`src/rtl/rom_loader_pkg.sv`:
```
// Shared definitions for the ROM loader.
//   state_t      - loader FSM states (IDLE / ARM / WRITE)
//   page_bits()  - width of the SDRAM page field, ADDR_W - PAGE_W
//   DEF_PAGE_MAP - default slot -> SDRAM page table, slot 0 in the LSBs
//   IOCTL_ADDR_W - width of the hps_io download address
package rom_loader_pkg;

  typedef enum logic [1:0] {
    ST_IDLE  = 2'd0,
    ST_ARM   = 2'd1,
    ST_WRITE = 2'd2
  } state_t;

  function automatic int page_bits(input int addr_w, input int page_w);
    return addr_w - page_w;
  endfunction

  localparam int IOCTL_ADDR_W = 25;

  localparam logic [35:0] DEF_PAGE_MAP = {9'h107, 9'h100, 9'h000, 9'h000};

endpackage

```
`src/rtl/rom_page_match.sv`:
```
// Page lookup for probe_rom: hit is high when some loaded slot maps to the
// probed SDRAM page. Duplicate mappings simply OR together.
//   loaded     - per-slot loaded flags
//   page_map   - SLOTS x PW page table, slot 0 in the LSBs
//   probe_page - page field of the probed address
//   hit        - combinational match result
module rom_page_match
  import rom_loader_pkg::*;
#(
  parameter int SLOTS = 4,
  parameter int PW    = 9
) (
  input  logic [SLOTS-1:0]    loaded,
  input  logic [SLOTS*PW-1:0] page_map,
  input  logic [PW-1:0]       probe_page,
  output logic                hit
);

  logic [SLOTS-1:0] slot_hit;

  for (genvar i = 0; i < SLOTS; i++) begin : g_slot
    assign slot_hit[i] = loaded[i] && (page_map[i*PW +: PW] == probe_page);
  end

  assign hit = |slot_hit;

endmodule

```
`src/rtl/rom_loader.sv`:
```
// ROM loader: takes the hps_io byte download stream, maps each byte's
// 2^PAGE_W-byte slot onto an SDRAM page and writes it through a single
// SDRAM write port paced by the ce_ref reference-slot strobe.
//   clk_sys, reset          - clock, async active-high reset
//   ce_ref                  - SDRAM reference-slot strobe
//   ioctl_*                 - hps_io download stream; ioctl_wait stalls it
//   ram_we/ram_addr/ram_din - SDRAM write port
//   rom_download            - download of ROM_INDEX in progress (comb)
//   loaded/done/overflow    - per-slot loaded, end-of-download pulse, dropped bytes
//   probe_addr/probe_rom    - address lies in a mapped, loaded page (comb)
module rom_loader
  import rom_loader_pkg::*;
#(
  parameter int ADDR_W    = 23,
  parameter int PAGE_W    = 14,
  parameter int SLOTS     = 4,
  parameter logic [7:0] ROM_INDEX = 8'd0,
  parameter logic [SLOTS*page_bits(ADDR_W, PAGE_W)-1:0] PAGE_MAP = DEF_PAGE_MAP
) (
  input  logic                    clk_sys,
  input  logic                    reset,
  input  logic                    ce_ref,
  input  logic                    ioctl_download,
  input  logic [7:0]              ioctl_index,
  input  logic                    ioctl_wr,
  input  logic [IOCTL_ADDR_W-1:0] ioctl_addr,
  input  logic [7:0]              ioctl_dout,
  output logic                    ioctl_wait,
  output logic                    ram_we,
  output logic [ADDR_W-1:0]       ram_addr,
  output logic [7:0]              ram_din,
  output logic                    rom_download,
  output logic [SLOTS-1:0]        loaded,
  output logic                    done,
  output logic                    overflow,
  input  logic [ADDR_W-1:0]       probe_addr,
  output logic                    probe_rom
);

  localparam int PW     = page_bits(ADDR_W, PAGE_W);
  localparam int SLOT_W = (SLOTS > 1) ? $clog2(SLOTS) : 1;
  localparam int SEL_W  = IOCTL_ADDR_W - PAGE_W;

  state_t            state, state_n;
  logic [SLOT_W-1:0] slot_q;
  logic              dl_q, done_pend;
  logic [SEL_W-1:0]  sel;
  logic              sel_ok;
  logic              capture, arm_fire, commit, drop;
  logic              dl_rise, dl_fall, done_want, done_fire;
  logic [SLOTS-1:0]  loaded_n;
  logic              overflow_n;

  assign rom_download = ioctl_download && (ioctl_index == ROM_INDEX);

  // Slot index is the full upper download address so that bytes beyond the
  // last slot are detected instead of aliasing onto a low slot.
  assign sel    = ioctl_addr[IOCTL_ADDR_W-1:PAGE_W];
  assign sel_ok = (sel < SEL_W'(SLOTS));

  assign dl_rise   = rom_download & ~dl_q;
  assign dl_fall   = dl_q & ~rom_download;
  // done is held back until the FSM is idle, so a write still in flight
  // when the download ends completes before done is reported.
  assign done_want = done_pend | dl_fall;
  assign done_fire = done_want && (state == ST_IDLE);

  always_comb begin
    state_n  = state;
    capture  = 1'b0;
    arm_fire = 1'b0;
    commit   = 1'b0;
    drop     = 1'b0;
    case (state)
      ST_IDLE: begin
        // ce_ref is ignored here, so a strobe coinciding with capture
        // never counts as the ARM strobe.
        if (ioctl_wr && rom_download) begin
          if (sel_ok) begin
            capture = 1'b1;
            state_n = ST_ARM;
          end else begin
            drop = 1'b1;
          end
        end
      end
      ST_ARM: begin
        drop = ioctl_wr;
        if (ce_ref) begin
          arm_fire = 1'b1;
          state_n  = ST_WRITE;
        end
      end
      ST_WRITE: begin
        drop = ioctl_wr;
        if (ce_ref) begin
          commit  = 1'b1;
          state_n = ST_IDLE;
        end
      end
      default: state_n = ST_IDLE;
    endcase
  end

  // A new download clears status first; events of the same cycle then apply.
  always_comb begin
    loaded_n   = dl_rise ? '0 : loaded;
    overflow_n = (dl_rise ? 1'b0 : overflow) | drop;
    if (commit) loaded_n[slot_q] = 1'b1;
  end

  always_ff @(posedge clk_sys or posedge reset) begin
    if (reset) state <= ST_IDLE;
    else       state <= state_n;
  end

  always_ff @(posedge clk_sys or posedge reset) begin
    if (reset) begin
      ioctl_wait <= 1'b0;
      ram_we     <= 1'b0;
      ram_addr   <= '0;
      ram_din    <= '0;
      slot_q     <= '0;
      loaded     <= '0;
      overflow   <= 1'b0;
      done       <= 1'b0;
      done_pend  <= 1'b0;
      dl_q       <= 1'b0;
    end else begin
      dl_q      <= rom_download;
      loaded    <= loaded_n;
      overflow  <= overflow_n;
      done      <= done_fire;
      done_pend <= done_want & ~done_fire;
      // Address/data only change on capture, so they hold through ram_we.
      if (capture) begin
        ram_din    <= ioctl_dout;
        ram_addr   <= {PAGE_MAP[sel[SLOT_W-1:0]*PW +: PW], ioctl_addr[PAGE_W-1:0]};
        slot_q     <= sel[SLOT_W-1:0];
        ioctl_wait <= 1'b1;
      end
      if (arm_fire) ram_we <= 1'b1;
      if (commit) begin
        ram_we     <= 1'b0;
        ioctl_wait <= 1'b0;
      end
    end
  end

  logic unused_probe;
  assign unused_probe = ^probe_addr[PAGE_W-1:0];

  rom_page_match #(
    .SLOTS (SLOTS),
    .PW    (PW)
  ) u_page_match (
    .loaded     (loaded),
    .page_map   (PAGE_MAP),
    .probe_page (probe_addr[ADDR_W-1:PAGE_W]),
    .hit        (probe_rom)
  );

endmodule

```
`config.mk`:
```
export PLATFORM = sky130hd
export DESIGN_NAME = rom_loader
export DESIGN_NICKNAME = d
export VERILOG_FILES = /design/src/rtl/rom_loader_pkg.sv /design/src/rtl/rom_page_match.sv /design/src/rtl/rom_loader.sv
export SDC_FILE = /design/constraint.sdc
export NUM_CORES = 1
export LEC_CHECK = 0
export ABC_AREA = 1
export BUFFER_PORTS_ARGS = -buffer_cell sky130_fd_sc_hd__clkbuf_2
export CAP_MARGIN = 20
export CORE_MARGIN = 2
export CORE_UTILIZATION = 40
export DETAILED_ROUTE_END_ITERATION = 10
export PLACE_DENSITY = 0.85
export SLEW_MARGIN = 30
export SYNTH_ARGS = -nofsm -noshare
export SYNTH_HDL_FRONTEND = slang
export SYNTH_SLANG_ARGS = --single-unit
```
`constraint.sdc`:
```
create_clock -name clk_sys -period 1.5 [get_ports clk_sys]
set_input_delay 0.3 -clock clk_sys [delete_from_list [all_inputs] [get_ports clk_sys]]
set_output_delay 0.3 -clock clk_sys [all_outputs]
set_load 0.01 [all_outputs]
```
==> flow_metrics.py <==
metrics = {
    "global_routing": {
        "grt_pass1_wl_mm": 7.06,
        "grt_pass1_vias": 1639,
        "antenna_found_initial": 0,
        "grt.overflow.total": 0,
        "grt_max_degree": 38,
        "grt_util_all_layers": 0.177,
    },
    "synth": {
        "ys.flop_type": "dfrtp_1",
        "ys_warn_count": 0,
        "synth_cell_types": 22,
        "yosys_register_bits": 37,
        "async_flop_share": 1.00,
        "synth_area_per_cell_um2": 8.09,
        "netlist.area_leader.share": 0.514,
        "synth_edf_count": 0,
        "yosys.area.top_type": "dfrtp_1",
        "synth-seq-area-share": 0.514,
        "netlist_area_um2": 1800,
        "synthCells": 223,
        "synth_area_leaders": "dfrtp_1 (51%), nand2_1 (21%), nor2_1 (4.4%)",
    },
    "floorplanning": {
        "ios": 110,
        "core_area_um2": 4350,
        "row_count": 24,
        "die_area_um2": 5060,
        "die_x_um": 71.1,
        "start_util": 0.414,
        "die_h_um": 71.1,
    },
    "pwr": {
        "intPower_mw": 1.48,
        "p_per_area_nw_per_um2": 776,
        "swShare": 0.215,
        "p_comb_frac": 0.069,
        "clkPwrFrac": 0.400,
        "power_switching_uw": 405,
        "leakagePower_nw": 1.48,
        "finalPower_mw": 1.88,
        "seqPwrFrac": 0.531,
        "ir_drop_uv": 519,
    },
    "min_path": {
        "hold_class": "input port to async pin",
    },
    "clock_tree": {
        "cts_hold_buf": 0,
        "clk_latency_ns": 0.29,
        "cts_sinks": 37,
        "htreeDepth": 2,
        "clk_pin_slew_ns": 0.07,
        "cts_buffers": 5,
        "cts_buffer_depth": 2,
        "cts_tree": "done",
        "clockRootBuffer": "clkbuf_8",
    },
    "placed_design": {
        "portBuffers": 90,
        "dpl_cell_area_um2": 2280,
        "dp_hpwl_mm": 3.01,
        "globalplace.congestion": 0.760,
    },
    "critical_path": {
        "start_kind": "register",
        "arrival_ns": 1.18,
        "required_ns": 1.20,
        "worstSetupEndpointType": "primary output",
        "path_max_fanout": 2,
        "critPathKind": "register to primary output",
    },
    "sta": {
        "rsz0062_at_grt": "true",
        "hold_ws_ns": 0.0899,
        "final.min_clock_period_ns": 1.48,
        "hold_viol": 0,
        "max_freq_mhz": 677,
        "setup_viol": 0,
        "finClkSkew_ns": 0.00566,
        "finalCritPeriodShare": 0.985,
        "report.final.slew_viol_count": 0,
    },
    "status": {
        "status": "completed",
    },
    "finish": {
        "fin_nets": 392,
        "syn2layout_area_growth_pct": 34.4,
        "drive_gt1_frac": 0.367,
        "n_fill_cell": 376,
        "antenna_cells": 0,
        "final_util": 0.557,
        "final_area_um2": 2420,
    },
    "drt": {
        "num_vias": 1659,
        "totalWireLength_mm": 4.01,
        "remaining_drc_errors": 0,
        "wl_per_cell_um": 10.8,
        "first_pass_iters": 4,
        "ant_nets": 0,
        "drtIter0Drc": 72,
        "post_drt_via_cell_ratio": 4.47,
    },
    "job": {
        "drv_cap": 0,
    },
}
==> final cells by class <==
cell class	instances	area, um2	share of cell area
clock buffer	7	96.3	0.0398
inverter	17	63.8	0.0263
timing repair buffer	96	520	0.215
sequential	37	926	0.382
tap	52	65.1	0.0268
clock inverter	1	5.00	0.00207
multi-input combinational	161	747	0.308
==> cells by family after synthesis <==
| kind of cell | synth area share |
|---|---|
| flip-flops | 0.514 |
| other | 0.00208 |
| buffers and inverters | 0.0937 |
| AND/OR/NAND/NOR | 0.323 |
| AO/OA/AOI/OAI | 0.0333 |
| adder cells (fa/ha/maj) | 0.0347 |
==> power groups by stage <==
stage	Combinational [mW]	Clock [mW]	Sequential, mW
2_1_floorplan	0.0521	0	1.02
3_3_place_gp	0.125	0	1.02
3_5_place_dp	0.130	0	1.02
4_1_cts	0.131	0.777	0.999
5_1_grt	0.147	0.840	0.999
6_report	0.129	0.752	1.00
==> cell usage in the layout (no fill, tap or decap) <==
master and n:
a21oi_2 1, a221oi_2 1, buf_12 2, buf_2 1
buf_4 4, clkbuf_2 89, clkbuf_8 7, clkinv_2 1
conb_1 5, dfrtp_1 37, ha_1 4, ha_4 1
inv_1 17, nand2_1 103, nand2_2 2, nand3_1 4
nand3_2 3, nand3b_1 1, nand4_1 1, nor2_1 21
nor2_2 2, nor2_4 1, nor3_1 1, nor3_2 1
o21ai_0 7, o21bai_1 1, or2_2 1
==> cells in the mapped netlist, types with 2 or more instances <==
cell / n
buf_4: 8
buf_6: 4
dfrtp_1: 37
ha_1: 5
inv_1: 17
nand2_1: 103
nand2_2: 2
nand3_1: 5
nand3_2: 2
nor2_1: 21
nor2_2: 2
o21ai_0: 7
==> state kept, by name, indices dropped and copies added (netlist names) <==
signal,count
overflow,1
ram_we,1
ram_addr,16
dl_q,1
done,1
ram_din,8
loaded,4
state,2
done_pend,1
ioctl_wait,1
slot_q,1
==> what timing repair did <==
action                                  CTS  global route
pin swaps                                 2             1
endpoints found under the setup margin    1            28
gates resized for setup                   1             4
buffers inserted                          2             0
==> worst paths after layout <==
kind / startpoint / endpoint / slack (ns) / cells past startpoint
setup / recovery: loaded[3] / probe_rom / 0.02 / 5
hold / removal: reset / ram_addr[6] / 0.09 / 3
setup reg to reg: state[1] / ram_addr[7] / 0.14 / 7
hold reg to reg: ram_addr[10] / ram_addr[10] / 0.48 / 2
max in group asynchronous: reset / done / 1.10 / 3
min in group clk_sys: ioctl_dout[6] / ram_din[6] / 0.20 / 3
==> per-stage QoR <==
step	setup slack [ns]	TNS, ns	instances
after global placement	0.0793	0	361
after global routing	-0.0626	-0.0626	371
after floorplan	0.190	0	227
after CTS	-0.00279	-0.00279	371
after detailed placement	-0.0152	-0.0585	361
final	0.0224	0	371
==> worst max-delay path, stage by stage (launching register included) <==
cell	delay [ns]
dfrtp_1	0.35
nand3_1	0.06
nand2_1	0.08
nand3_2	0.08
a221oi_2	0.17
buf_2	0.16
==> layer usage <==
metal  share of wire  routed length [um]  vias up  track usage
met5               0                   0        -            0
met4           0.011                  46        0       0.0482
met3           0.074                 297        9       0.0641
met2            0.50                1990       61        0.307
met1            0.42                1680      733        0.208
li1                -                   -      856            -
Power figures use the tool's default switching activity.
